File: config.mk
export PLATFORM = sky130hd
export DESIGN_NAME = bip_debug_unit
export DESIGN_NICKNAME = d
export VERILOG_FILES = /design/src/rtl/bip_debug_unit.sv
export SDC_FILE = /design/constraint.sdc
export NUM_CORES = 1
export LEC_CHECK = 0
export ABC_AREA = 1
export CORE_AREA = 2 2 123 125
export DETAILED_ROUTE_END_ITERATION = 10
export DIE_AREA = 0 0 125 127
export GPL_ROUTABILITY_DRIVEN = 0
export SLEW_MARGIN = 20
export SYNTH_ARGS = -nofsm -noshare
export SYNTH_HDL_FRONTEND = slang
export SYNTH_SLANG_ARGS = --single-unit
File: constraint.sdc
create_clock -name i_clk -period 2.8 [get_ports i_clk]
set_input_delay 0.28 -clock i_clk [delete_from_list [all_inputs] [get_ports i_clk]]
set_output_delay 0.28 -clock i_clk [all_outputs]
set_load 0.02 [all_outputs]
File: src/rtl/bip_debug_unit.sv
// bip_debug_unit: UART-driven loader and run/step sequencer for the BIP core.
// Decodes 'L' (load program), 'R' (free run until halt) and 'S' (single step)
// command bytes, owns the instruction-memory write port and the core clock
// enable, and returns a byte report over the UART transmitter after each
// command: 'K' after a load, {PC, ACC, cycle count} after a run or step.
module bip_debug_unit #(
  parameter int NB_BITS       = 16,
  parameter int INS_MEM_DEPTH = 2048,
  localparam int NB_ADDR      = $clog2(INS_MEM_DEPTH)
) (
  input  logic               i_clk,
  input  logic               i_rst,
  input  logic [7:0]         i_rx_data,
  input  logic               i_rx_valid,
  input  logic               i_tx_done,
  input  logic               i_halt,
  input  logic [NB_ADDR-1:0] i_pc,
  input  logic [NB_BITS-1:0] i_acc,
  output logic [7:0]         o_tx_data,
  output logic               o_tx_start,
  output logic               o_cpu_en,
  output logic               o_cpu_rst,
  output logic               o_prog_we,
  output logic [NB_ADDR-1:0] o_prog_addr,
  output logic [NB_BITS-1:0] o_prog_data,
  output logic               o_busy
);

  localparam logic [7:0] CMD_LOAD = 8'h4C;
  localparam logic [7:0] CMD_RUN  = 8'h52;
  localparam logic [7:0] CMD_STEP = 8'h53;
  localparam logic [7:0] RPT_OK   = 8'h4B;
  localparam logic [NB_ADDR-1:0] LAST_ADDR = NB_ADDR'(INS_MEM_DEPTH - 1);

  typedef enum logic [2:0] {
    IDLE, LOAD_HI, LOAD_LO, WRITE, RUN, STEP, SEND, WAIT_TX
  } state_t;

  state_t              state_q, state_d;
  logic [NB_ADDR-1:0]  addr_q;
  logic [NB_BITS-1:0]  word_q;
  logic [15:0]         count_q;
  logic [2:0]          idx_q;
  logic [2:0]          last_q;
  logic [7:0]          rpt_q [0:5];

  logic                cpu_en;
  logic                cpu_rst;
  logic                prog_we;
  logic                tx_start;
  logic                load_done;
  logic                last_byte;
  logic                snap_en;
  logic [15:0]         count_step;
  logic [15:0]         snap_cnt;
  logic [15:0]         pc16;

  // Cycle counter increment that sticks at all-ones instead of wrapping.
  function automatic logic [15:0] sat_inc(input logic [15:0] v);
    return (v == 16'hFFFF) ? v : v + 16'd1;
  endfunction

  assign load_done  = (word_q == '0) || (addr_q == LAST_ADDR);
  assign last_byte  = (idx_q == last_q);
  assign count_step = cpu_en ? sat_inc(count_q) : count_q;
  assign snap_en    = ((state_q == RUN) && i_halt) || (state_q == STEP);
  assign snap_cnt   = (state_q == STEP) ? count_step : count_q;
  assign pc16       = 16'(i_pc);

  // State register.
  always_ff @(posedge i_clk) begin
    if (i_rst) state_q <= IDLE;
    else       state_q <= state_d;
  end

  // Next-state decode and per-state control strobes.
  always_comb begin
    state_d  = state_q;
    cpu_en   = 1'b0;
    cpu_rst  = 1'b0;
    prog_we  = 1'b0;
    tx_start = 1'b0;
    case (state_q)
      IDLE: begin
        if (i_rx_valid) begin
          if (i_rx_data == CMD_LOAD)      state_d = LOAD_HI;
          else if (i_rx_data == CMD_RUN)  state_d = RUN;
          else if (i_rx_data == CMD_STEP) state_d = STEP;
        end
      end
      LOAD_HI: begin
        cpu_rst = 1'b1;
        if (i_rx_valid) state_d = LOAD_LO;
      end
      LOAD_LO: begin
        cpu_rst = 1'b1;
        if (i_rx_valid) state_d = WRITE;
      end
      WRITE: begin
        cpu_rst = 1'b1;
        prog_we = 1'b1;
        state_d = load_done ? SEND : LOAD_HI;
      end
      RUN: begin
        cpu_en = ~i_halt;
        if (i_halt) state_d = SEND;
      end
      STEP: begin
        cpu_en  = ~i_halt;
        state_d = SEND;
      end
      SEND: begin
        tx_start = 1'b1;
        state_d  = WAIT_TX;
      end
      WAIT_TX: begin
        if (i_tx_done) state_d = last_byte ? IDLE : SEND;
      end
      default: state_d = IDLE;
    endcase
  end

  // Load address/word, cycle counter and report buffer bookkeeping.
  always_ff @(posedge i_clk) begin
    if (i_rst) begin
      addr_q  <= '0;
      word_q  <= '0;
      count_q <= '0;
      idx_q   <= '0;
      last_q  <= '0;
      for (int i = 0; i < 6; i++) rpt_q[i] <= '0;
    end else begin
      case (state_q)
        IDLE: begin
          if (i_rx_valid) begin
            if (i_rx_data == CMD_LOAD) begin
              addr_q  <= '0;
              count_q <= '0;
            end else if (i_rx_data == CMD_RUN) begin
              count_q <= '0;
            end
          end
        end
        LOAD_HI: if (i_rx_valid) word_q[15:8] <= i_rx_data;
        LOAD_LO: if (i_rx_valid) word_q[7:0]  <= i_rx_data;
        WRITE: begin
          // Hold at the last word rather than wrap onto address 0.
          if (addr_q != LAST_ADDR) addr_q <= addr_q + NB_ADDR'(1);
          if (load_done) begin
            rpt_q[0] <= RPT_OK;
            idx_q    <= '0;
            last_q   <= '0;
          end
        end
        RUN:     if (cpu_en) count_q <= sat_inc(count_q);
        STEP:    count_q <= count_step;
        WAIT_TX: if (i_tx_done && !last_byte) idx_q <= idx_q + 3'd1;
        default: ;
      endcase
      // Report snapshot is taken on the edge that enters SEND, so a step
      // reports the PC/ACC the core held while the step was enabled.
      if (snap_en) begin
        rpt_q[0] <= pc16[15:8];
        rpt_q[1] <= pc16[7:0];
        rpt_q[2] <= i_acc[15:8];
        rpt_q[3] <= i_acc[7:0];
        rpt_q[4] <= snap_cnt[15:8];
        rpt_q[5] <= snap_cnt[7:0];
        idx_q    <= '0;
        last_q   <= 3'd5;
      end
    end
  end

  assign o_tx_data   = rpt_q[idx_q];
  assign o_tx_start  = tx_start;
  assign o_cpu_en    = cpu_en;
  assign o_cpu_rst   = cpu_rst;
  assign o_prog_we   = prog_we;
  assign o_prog_addr = addr_q;
  assign o_prog_data = word_q;
  assign o_busy      = (state_q != IDLE);

endmodule

==> results.py, run 1 <==
metrics = {
    "floorplan": {
        "die_h_um": 127,
        "rows": 44,
        "dieWidth_um": 125,
        "num_io_pins": 80,
        "die-area_sq_um": 15900,
        "core_sq_um": 14400,
        "start_util_pct": 36.9,
    },
    "cells_and_area": {
        "antenna_cells": 0,
        "finalNonFillerCells": 982,
        "final_cell_mix": "nand2_1 (155), nor2_1 (124), inv_1 (89)",
        "fin_area_sq_um": 6580,
        "layout_commonest_cell": "nand2_1",
        "nNetsFinal": 836,
        "seqCellArea_sq_um": 2380,
        "final_core_util_pct": 45.6,
        "syn2layout_area_growth_pct": 23.6,
        "multi_input_area_sq_um": 2440,
        "nFillCells": 1451,
        "drive_gt1_share_pct": 7.52,
    },
    "setup_path": {
        "arrival_ns": 2.31,
        "end_kind": "primary output",
        "path_cells": "nand3_4 > nand2_8 > nand2_8 > inv_6 > clkdlybuf4s50_1",
        "crit_type": "reg -> out",
        "crit_required_ns": 2.52,
        "startpoint_type": "flop",
        "crit_path_frequent_cell": "nand2_8",
        "crit_fanout": 27,
        "reg2reg_depth": 9,
        "worst_path_max_delay_cell": "clkdlybuf4s50_1",
        "max_stage_delay_ns": 0.62,
    },
    "placement": {
        "io_buffers": 79,
        "post-place-cells": 966,
        "place_area_sq_um": 6240,
        "dpl.hpwl_um": 9630,
    },
    "logic_synthesis": {
        "synth-seq-cells": 97,
        "syn_inst": 722,
        "yosysUniqueCellTypes": 40,
        "avgSynthCellArea_sq_um": 7.37,
        "yosysWarnings": 0,
        "ys_async_sr_fraction_pct": 0,
        "synth.cell_area_sq_um": 5320,
        "dominantRegCellSynth": "dfxtp_1",
        "synthesis.nets": 765,
        "ys_seq_area_share_pct": 44.8,
        "synth-edff-count": 44,
    },
    "route": {
        "dr.pass1.iters": 6,
        "drt_wl_total_um": 12900,
        "drc": 0,
        "avgRoutedWirePerCell_um": 13.1,
        "avgViaCountPerCell": 4.85,
        "first_iter_violations": 335,
        "vias": 4760,
        "drt.antenna.violating_nets": 0,
    },
    "clock_tree": {
        "cts_root_buffer": "clkbuf_16",
        "cts.sinks": 97,
        "h-tree-depth": 3,
        "cts_hold_buf": 0,
        "cts_buffers": 9,
        "clk_latency_ns": 0.35,
        "cts_tree": "done",
        "clk_path_buf_depth": 2,
        "clk_pin_slew_ns": 0.07,
    },
    "timing": {
        "setup_viol": 0,
        "rsz0062_at_grt": "no",
        "period_share_pct": 92.5,
        "hold_viol": 0,
        "post-route-min-period_ns": 2.59,
        "finalMaxSlewViolations": 0,
        "tightest_slew_ns": 0.526,
        "finClkSkew_ns": 0.0110,
        "fin_tns_setup_ns": 0,
        "relSlewSlack_pct": 64.9,
        "fmax_mhz": 386,
    },
    "global_route": {
        "grt_max_degree": 43,
        "grt_pass1_vias": 4627,
        "antenna_found_initial": 0,
        "grtUsageTotal_pct": 16.6,
        "grt_pass1_wl_um": 21800,
        "grt_overflow": 0,
    },
    "power_and_ir_drop": {
        "p_leak_nw": 2.66,
        "sw_frac_of_total_pct": 32.4,
        "pwr_density_cell_nw_per_um2": 670,
        "p_clk_share_pct": 30.6,
        "fin_total_pwr_mw": 4.41,
        "pwr-share-comb_pct": 28.5,
        "ir_worst_vdd_mv": 0.449,
        "seqPwrFrac_pct": 40.8,
        "p_sw_mw": 1.43,
        "intPower_mw": 2.98,
    },
    "run_status": {
        "outcome": "finished clean",
    },
    "min_path": {
        "min_path_type": "reg -> reg",
        "holdPathStages": 2,
    },
    "run": {
        "cap_violations": 0,
    },
}
final timing paths:
kind                     endpoint  slack [ns]            start
setup / recovery         o_cpu_en        0.21       state_q[0]
hold / removal    o_prog_addr[10]        0.50  o_prog_addr[10]
setup reg to reg      rpt_q[4][2]        0.72       state_q[0]
hold reg to reg   o_prog_addr[10]        0.50  o_prog_addr[10]
layer usage:
metal | part of all wire, % | GRT usage, %
met1 | 47 | 21.7
met2 | 45 | 26.4
met3 | 5.1 | 3.81
met4 | 2.5 | 7.12
met5 | 0 | 0
through the flow:
stage	hold slack, ns	setup WS [ns]
floorplan	0.444	0.679
global placement	0.485	0.580
detailed placement	0.489	0.532
CTS	0.500	0.144
global route	0.523	0.0380
finish	0.499	0.210
synth_stat cells, types with 4 or more instances:
| cell type | n | area share (%) |
|---|---|---|
| nand2_1 | 155 | 11 |
| a21oi_1 | 65 | 6.1 |
| edfxtp_1 | 44 | 25 |
| or2_2 | 4 | 0.47 |
| dfxtp_1 | 53 | 20 |
| buf_2 | 4 | 0.38 |
| nand3_1 | 50 | 4.7 |
| o21ai_0 | 41 | 3.9 |
| a22oi_1 | 5 | 0.71 |
| o21ai_2 | 8 | 1.3 |
| nor3_1 | 4 | 0.38 |
| buf_4 | 4 | 0.56 |
| clkbuf_1 | 15 | 1.1 |
| nor2_1 | 124 | 8.8 |
| xor2_1 | 5 | 0.82 |
| inv_1 | 88 | 6.2 |
| nand2_2 | 4 | 0.47 |
| o21ai_1 | 9 | 0.85 |
power groups by stage:
stage / Combinational, mW / Clock, mW / Sequential, mW
6_report: 1.26 / 1.35 / 1.80
3_5_place_dp: 1.26 / 0 / 1.83
5_1_grt: 1.39 / 1.44 / 1.82
4_1_cts: 1.26 / 1.39 / 1.80
2_1_floorplan: 0.836 / 0 / 1.85
3_3_place_gp: 1.24 / 0 / 1.82
state kept, by name, summed over array words and instances, names as in the netlist, named ones only:
register / cells
o_prog_data: 16
o_prog_addr: 11
count_q: 16
rpt_q: 44
state_q: 3
idx_q: 3
last_q: 1
kinds of logic after synthesis:
family | after synthesis | share of synthesized area (%)
AND/OR/NAND/NOR | 359 | 29.4
AO/OA/AOI/OAI | 139 | 14.8
buffers and inverters | 118 | 9.39
flip-flops | 97 | 44.8
XOR/XNOR | 6 | 0.988
adder cells (fa/ha/maj) | 3 | 0.706
worst max-delay path: cells and delay by family, from the launching register on:
| family | cells | cell delay [ns] |
|---|---|---|
| buf+inv | 2 | 0.76 |
| simple gates | 3 | 0.68 |
| flops | 1 | 0.52 |
repair_timing:
action / 4_1_cts / 5_1_grt
endpoints found under the setup margin: 0 / 1
buffers inserted: 0 / 0
resized for setup: 0 / 1
layout make-up:
type / count / share of cell area, %
Clock inverter: 5 / 1.18
Multi-Input combinational cell: 507 / 37.1
Sequential cell: 97 / 36.2
Clock buffer: 11 / 3.86
Tap cell: 184 / 3.50
Timing Repair Buffer: 86 / 12.8
Inverter: 92 / 5.33
No activity file was read; power rests on OpenSTA's default activity.
==> run 2, diff against run 1 <==
Settings changed: CORE_AREA 2 2 123 125 to 3 3 124 126, DIE_AREA 0 0 125 127 to 0 0 127 129.
==> run 2 against run 1 <==
  * Setup slack worse by 0.011 ns
  * Critical path depth unchanged
  * Final cell count unchanged
  * Largest cell class unchanged
  * Total power decreased by 4.3%
  * Routed wire length hardly changed
  * Die area rose by 3.2%
  * Sequential share of layout area grew 0.13 points
  * Cell area shrank 0.36%
  * Utilization fell by 0.16 points
  * Clock power shrank 14%
  * Critical path type unchanged
  * Highest routed layer unchanged
==> results.py, run 2 (synthesis gave the netlist of run 1 again) <==
metrics = {
    "route": {
        "drc": 0,
        "first_iter_violations": 279,
        "wl_met2_um": 5930,
        "avgRoutedWirePerCell_um": 13.1,
        "met1_length_um": 5850,
        "dr.pass1.iters": 5,
        "dr_wl_met3_um": 878,
        "highest_layer": "met4",
        "avgViaCountPerCell": 4.90,
        "vias": 4809,
        "drt.antenna.violating_nets": 0,
        "drt_wl_total_um": 12900,
    },
    "global_route": {
        "grt_overflow": 0,
        "grt_pass1_vias": 4656,
        "grtUsageTotal_pct": 16.3,
        "grt_pass1_wl_um": 21800,
        "grt_max_degree": 39,
        "antenna_found_initial": 0,
    },
    "setup_path": {
        "max_stage_delay_ns": 0.62,
        "crit_fanout": 27,
        "r2r_slack_ns": 0.70,
        "crit_required_ns": 2.52,
        "startpoint_type": "flop",
        "crit_path_frequent_cell": "nand2_8",
        "crit_type": "reg -> out",
        "path_cells": "nand3_4 > nand2_8 > nand2_8 > inv_6 > clkdlybuf4s50_1",
        "worst_path_max_delay_cell": "clkdlybuf4s50_1",
        "timing.rr.end": "rpt_q[4][2]",
        "reg2reg_depth": 9,
        "end_kind": "primary output",
        "r2r_start": "state_q[0]",
        "arrival_ns": 2.32,
    },
    "placement": {
        "dpl.hpwl_um": 9780,
        "place_area_sq_um": 6270,
        "io_buffers": 79,
    },
    "run": {
        "cap_violations": 0,
    },
    "power_and_ir_drop": {
        "ir_worst_vdd_mv": 0.417,
        "fin_total_pwr_mw": 4.22,
        "p_leak_nw": 2.64,
        "p_clk_share_pct": 27.4,
        "p_sw_mw": 1.43,
        "intPower_mw": 2.78,
        "sw_frac_of_total_pct": 34.0,
        "seqPwrFrac_pct": 42.5,
        "pwr_density_cell_nw_per_um2": 644,
        "pwr-share-comb_pct": 30.0,
    },
    "cells_and_area": {
        "nNetsFinal": 836,
        "final_cell_mix": "nand2_1 (155), nor2_1 (124), inv_1 (88)",
        "nFillCells": 1430,
        "antenna_cells": 0,
        "final_core_util_pct": 45.4,
        "syn2layout_area_growth_pct": 23.2,
        "largest_reg_flops": 44,
        "largest-register": "rpt_q",
        "drive_gt1_share_pct": 7.64,
        "fin_area_sq_um": 6550,
        "layout_commonest_cell": "nand2_1",
    },
    "clock_tree": {
        "clk_pin_slew_ns": 0.06,
        "cts_hold_buf": 0,
        "cts_root_buffer": "clkbuf_16",
        "clk_path_buf_depth": 2,
        "cts_buffers": 9,
        "cts.sinks": 97,
        "h-tree-depth": 3,
        "cts_tree": "done",
        "clk_latency_ns": 0.35,
        "cts_setup_buffers": 0,
    },
    "timing": {
        "setup_viol": 0,
        "fin_tns_setup_ns": 0,
        "relSlewSlack_pct": 63.8,
        "tightest_slew_ns": 0.542,
        "hold_viol": 0,
        "fmax_mhz": 384,
        "hold_slack_ns": 0.493,
        "finClkSkew_ns": 0.00784,
        "finalMaxSlewViolations": 0,
        "period_share_pct": 92.9,
        "post-route-min-period_ns": 2.60,
        "rsz0062_at_grt": "no",
    },
    "floorplan": {
        "core_sq_um": 14400,
        "die-area_sq_um": 16400,
        "start_util_pct": 36.9,
        "die_h_um": 129,
        "rows": 44,
        "num_io_pins": 80,
        "dieWidth_um": 127,
    },
    "run_status": {
        "outcome": "finished clean",
    },
    "min_path": {
        "holdPathStages": 2,
        "worstHoldEndpoint": "o_prog_addr[10]",
        "min_path_type": "reg -> reg",
        "hold_start": "o_prog_addr[10]",
    },
}
==> run 2: power by group through the flow <==
stage               registers [mW]  logic [mW]  clock network (mW)
CTS                           1.79        1.28                1.19
detailed placement            1.82        1.27                   0
global placement              1.82        1.25                   0
global route                  1.82        1.40                1.26
finish                        1.79        1.27                1.16
floorplan                     1.85       0.836                   0
==> run 2: repair_timing <==
item                                   CTS  global route
endpoints found under the hold margin    0             0
setup endpoints to repair                0             1
resized for setup                        0             1
==> run 2: cell type report <==
cell class | instances | area [sq um] | share of cell area, %
Multi-Input combinational cell | 507 | 2440 | 37.2
Tap cell | 184 | 230 | 3.51
Timing Repair Buffer | 86 | 868 | 13.3
Clock buffer | 11 | 243 | 3.70
Clock inverter | 5 | 40.0 | 0.611
Inverter | 92 | 350 | 5.35
Sequential cell | 97 | 2380 | 36.4
==> run 2: how the worst max path moves through the flow <==
stage                        to        from  slack, ns
floorplan           rpt_q[1][0]  state_q[0]       0.68
global placement       o_cpu_en  state_q[2]       0.59
detailed placement     o_cpu_en  state_q[2]       0.52
CTS                    o_cpu_en  state_q[2]       0.14
global route           o_cpu_en  state_q[0]       0.06
finish                 o_cpu_en  state_q[0]       0.20
==> run 2: critical path: cells and delay by family, from the launching register on <==
kind,cells,cell delay (ns)
buffers and inverters,2,0.76
and+or+nand+nor,3,0.69
DFF,1,0.51
==> run 2: metrics by stage <==
step,setup WS (ns),instances
finish,0.199,982
global route,0.0629,982
CTS,0.138,982
detailed placement,0.523,966
global placement,0.589,966
floorplan,0.679,722
==> run 2: layer usage <==
layer,vias up,GRT usage [%]
li1,2480,-
met1,2151,20.8
met2,161,26.3
met3,17,5.35
met4,0,5.05
met5,-,0
==> run 3, diff against run 2 <==
Settings changed: CORE_AREA 3 3 124 126 to 3 3 138 140, DIE_AREA 0 0 127 129 to 0 0 141 143.
==> run 3 against run 2 <==
  * Clock power is 16% higher
  * Combinational power about the same
  * Die area is 23% higher
  * Non-clock buffer count is 1 higher
  * Routed wire length grew 4.7%
  * Total power is 4.6% higher
  * Final cell count increased by 4.7%
  * Utilization down 8.5 points
  * Cell area is 1.3% higher
  * Largest cell class unchanged
==> results.py, run 3 (synthesis gave the netlist of run 1 again) <==
metrics = {
    "floorplan": {
        "dieWidth_um": 141,
        "die_h_um": 143,
        "core_sq_um": 18000,
        "start_util_pct": 29.6,
        "num_io_pins": 80,
        "die-area_sq_um": 20200,
        "rows": 49,
    },
    "power_and_ir_drop": {
        "sw_frac_of_total_pct": 33.4,
        "pwr-share-comb_pct": 29.0,
        "p_clk_share_pct": 30.3,
        "pwr_density_cell_nw_per_um2": 664,
        "seqPwrFrac_pct": 40.7,
        "intPower_mw": 2.94,
        "p_sw_mw": 1.47,
        "ir_worst_vdd_mv": 0.438,
        "p_leak_nw": 2.65,
    },
    "clock_tree": {
        "cts.sinks": 97,
        "clk_path_buf_depth": 2,
        "cts_root_buffer": "clkbuf_16",
        "cts_hold_buf": 0,
        "clk_pin_slew_ns": 0.07,
        "cts_buffers": 9,
        "h-tree-depth": 3,
        "cts_tree": "done",
        "clk_latency_ns": 0.34,
    },
    "route": {
        "dr.pass1.iters": 5,
        "drc": 0,
        "drt.antenna.violating_nets": 0,
        "vias": 4737,
        "drt_wl_total_um": 13500,
        "first_iter_violations": 387,
        "avgRoutedWirePerCell_um": 13.1,
        "avgViaCountPerCell": 4.61,
    },
    "cells_and_area": {
        "syn2layout_area_growth_pct": 24.8,
        "antenna_cells": 0,
        "layout_commonest_cell": "nand2_1",
        "final_cell_mix": "nand2_1 (155), nor2_1 (124), inv_1 (88)",
        "drive_gt1_share_pct": 7.76,
        "nNetsFinal": 837,
        "largest-register": "rpt_q",
        "largest_reg_flops": 44,
        "nFillCells": 1870,
    },
    "setup_path": {
        "crit_fanout": 27,
        "crit_required_ns": 2.52,
        "max_stage_delay_ns": 0.62,
        "r2r_start": "o_prog_addr[0]",
        "crit_path_frequent_cell": "nand2_8",
        "startpoint_type": "flop",
        "reg2reg_depth": 9,
        "timing.rr.end": "idx_q[2]",
        "arrival_ns": 2.32,
        "crit_type": "reg -> out",
        "r2r_slack_ns": 0.73,
        "worst_path_max_delay_cell": "clkdlybuf4s50_1",
        "path_cells": "nand3_4 > nand2_8 > nand2_8 > inv_6 > clkdlybuf4s50_1",
        "end_kind": "primary output",
    },
    "timing": {
        "period_share_pct": 93.0,
        "rsz0062_at_grt": "no",
        "relSlewSlack_pct": 61.7,
        "post-route-min-period_ns": 2.60,
        "setup_viol": 0,
        "fin_tns_setup_ns": 0,
        "hold_viol": 0,
        "finClkSkew_ns": 0.00628,
        "tightest_slew_ns": 0.573,
        "fmax_mhz": 384,
        "finalMaxSlewViolations": 0,
        "hold_slack_ns": 0.499,
    },
    "min_path": {
        "min_path_type": "reg -> reg",
        "worstHoldEndpoint": "count_q[13]",
        "holdPathStages": 2,
        "hold_start": "count_q[13]",
    },
    "global_route": {
        "grt_pass1_vias": 4340,
        "grtUsageTotal_pct": 13.5,
        "grt_pass1_wl_um": 22200,
        "antenna_found_initial": 0,
        "grt_overflow": 0,
        "grt_max_degree": 33,
    },
    "placement": {
        "io_buffers": 79,
        "dpl.hpwl_um": 10100,
    },
    "run": {
        "cap_violations": 0,
    },
    "run_status": {
        "outcome": "finished clean",
    },
}
run 3: cell types whose count changed in the layout (fill, tap and decap cells not counted):
cell,change
inv_6,+1
bufinv_16,+2
inv_4,-1
buf_12,-1
clkinv_4,-2
clkbuf_8,-1
buf_4,+2
clkinvlp_2,+1
run 3: what timing repair did:
| action | in CTS | in global routing |
|---|---|---|
| setup buffers | 0 | 0 |
| resized for setup | 0 | 1 |
| endpoints found under the setup margin | 0 | 1 |
run 3: cell type report:
| cell class | instances | area (sq um) | area share, % |
|---|---|---|---|
| clock buffer | 10 | 229 | 3.45 |
| clock inverter | 6 | 90.1 | 1.36 |
| inverter | 92 | 350 | 5.28 |
| multi-input combinational | 507 | 2440 | 36.7 |
| sequential | 97 | 2380 | 35.9 |
| tap | 229 | 287 | 4.32 |
| timing repair buffer | 87 | 863 | 13.0 |
run 3: per-layer routing:
| layer | share of wire (%) | vias up | GRT usage [%] |
|---|---|---|---|
| li1 | - | 2498 | - |
| met2 | 44 | 128 | 20.2 |
| met5 | 0 | - | 0 |
| met4 | 1.2 | 0 | 4.49 |
| met1 | 50 | 2103 | 19.8 |
| met3 | 4.6 | 8 | 2.24 |
run 3: worst max-delay path: cells and delay by family, from the launching register on:
kind	cells	cell delay (ns)
DFF	1	0.52
buffers and inverters	2	0.75
and+or+nand+nor	3	0.68
run 3: per-stage QoR:
stage          total power, mW  utilization, %  worst slack, ns  area (sq um)  std cells
2_1_floorplan             2.68               -            0.679          5320        722
3_3_place_gp              3.10            35.2            0.536          6320       1012
3_5_place_dp              3.11            35.2            0.482          6320       1012
4_1_cts                   4.45            37.0            0.112          6640       1028
5_1_grt                   4.66            37.0           0.0604          6640       1028
6_report                  4.41            37.0            0.197          6640       1028
run 3: worst max path at each step:
stage | from | endpoint | slack (ns)
floorplan | state_q[0] | rpt_q[1][0] | 0.68
global placement | state_q[2] | o_cpu_en | 0.54
detailed placement | state_q[2] | o_cpu_en | 0.48
CTS | state_q[2] | o_cpu_en | 0.11
global route | state_q[0] | o_cpu_en | 0.06
finish | state_q[0] | o_cpu_en | 0.20
run 3: power by group through the flow:
stage | Clock, mW | Sequential, mW | Combinational, mW
floorplan | 0 | 1.85 | 0.836
global placement | 0 | 1.82 | 1.28
detailed placement | 0 | 1.82 | 1.29
CTS | 1.37 | 1.79 | 1.29
global route | 1.44 | 1.82 | 1.41
finish | 1.34 | 1.79 | 1.28
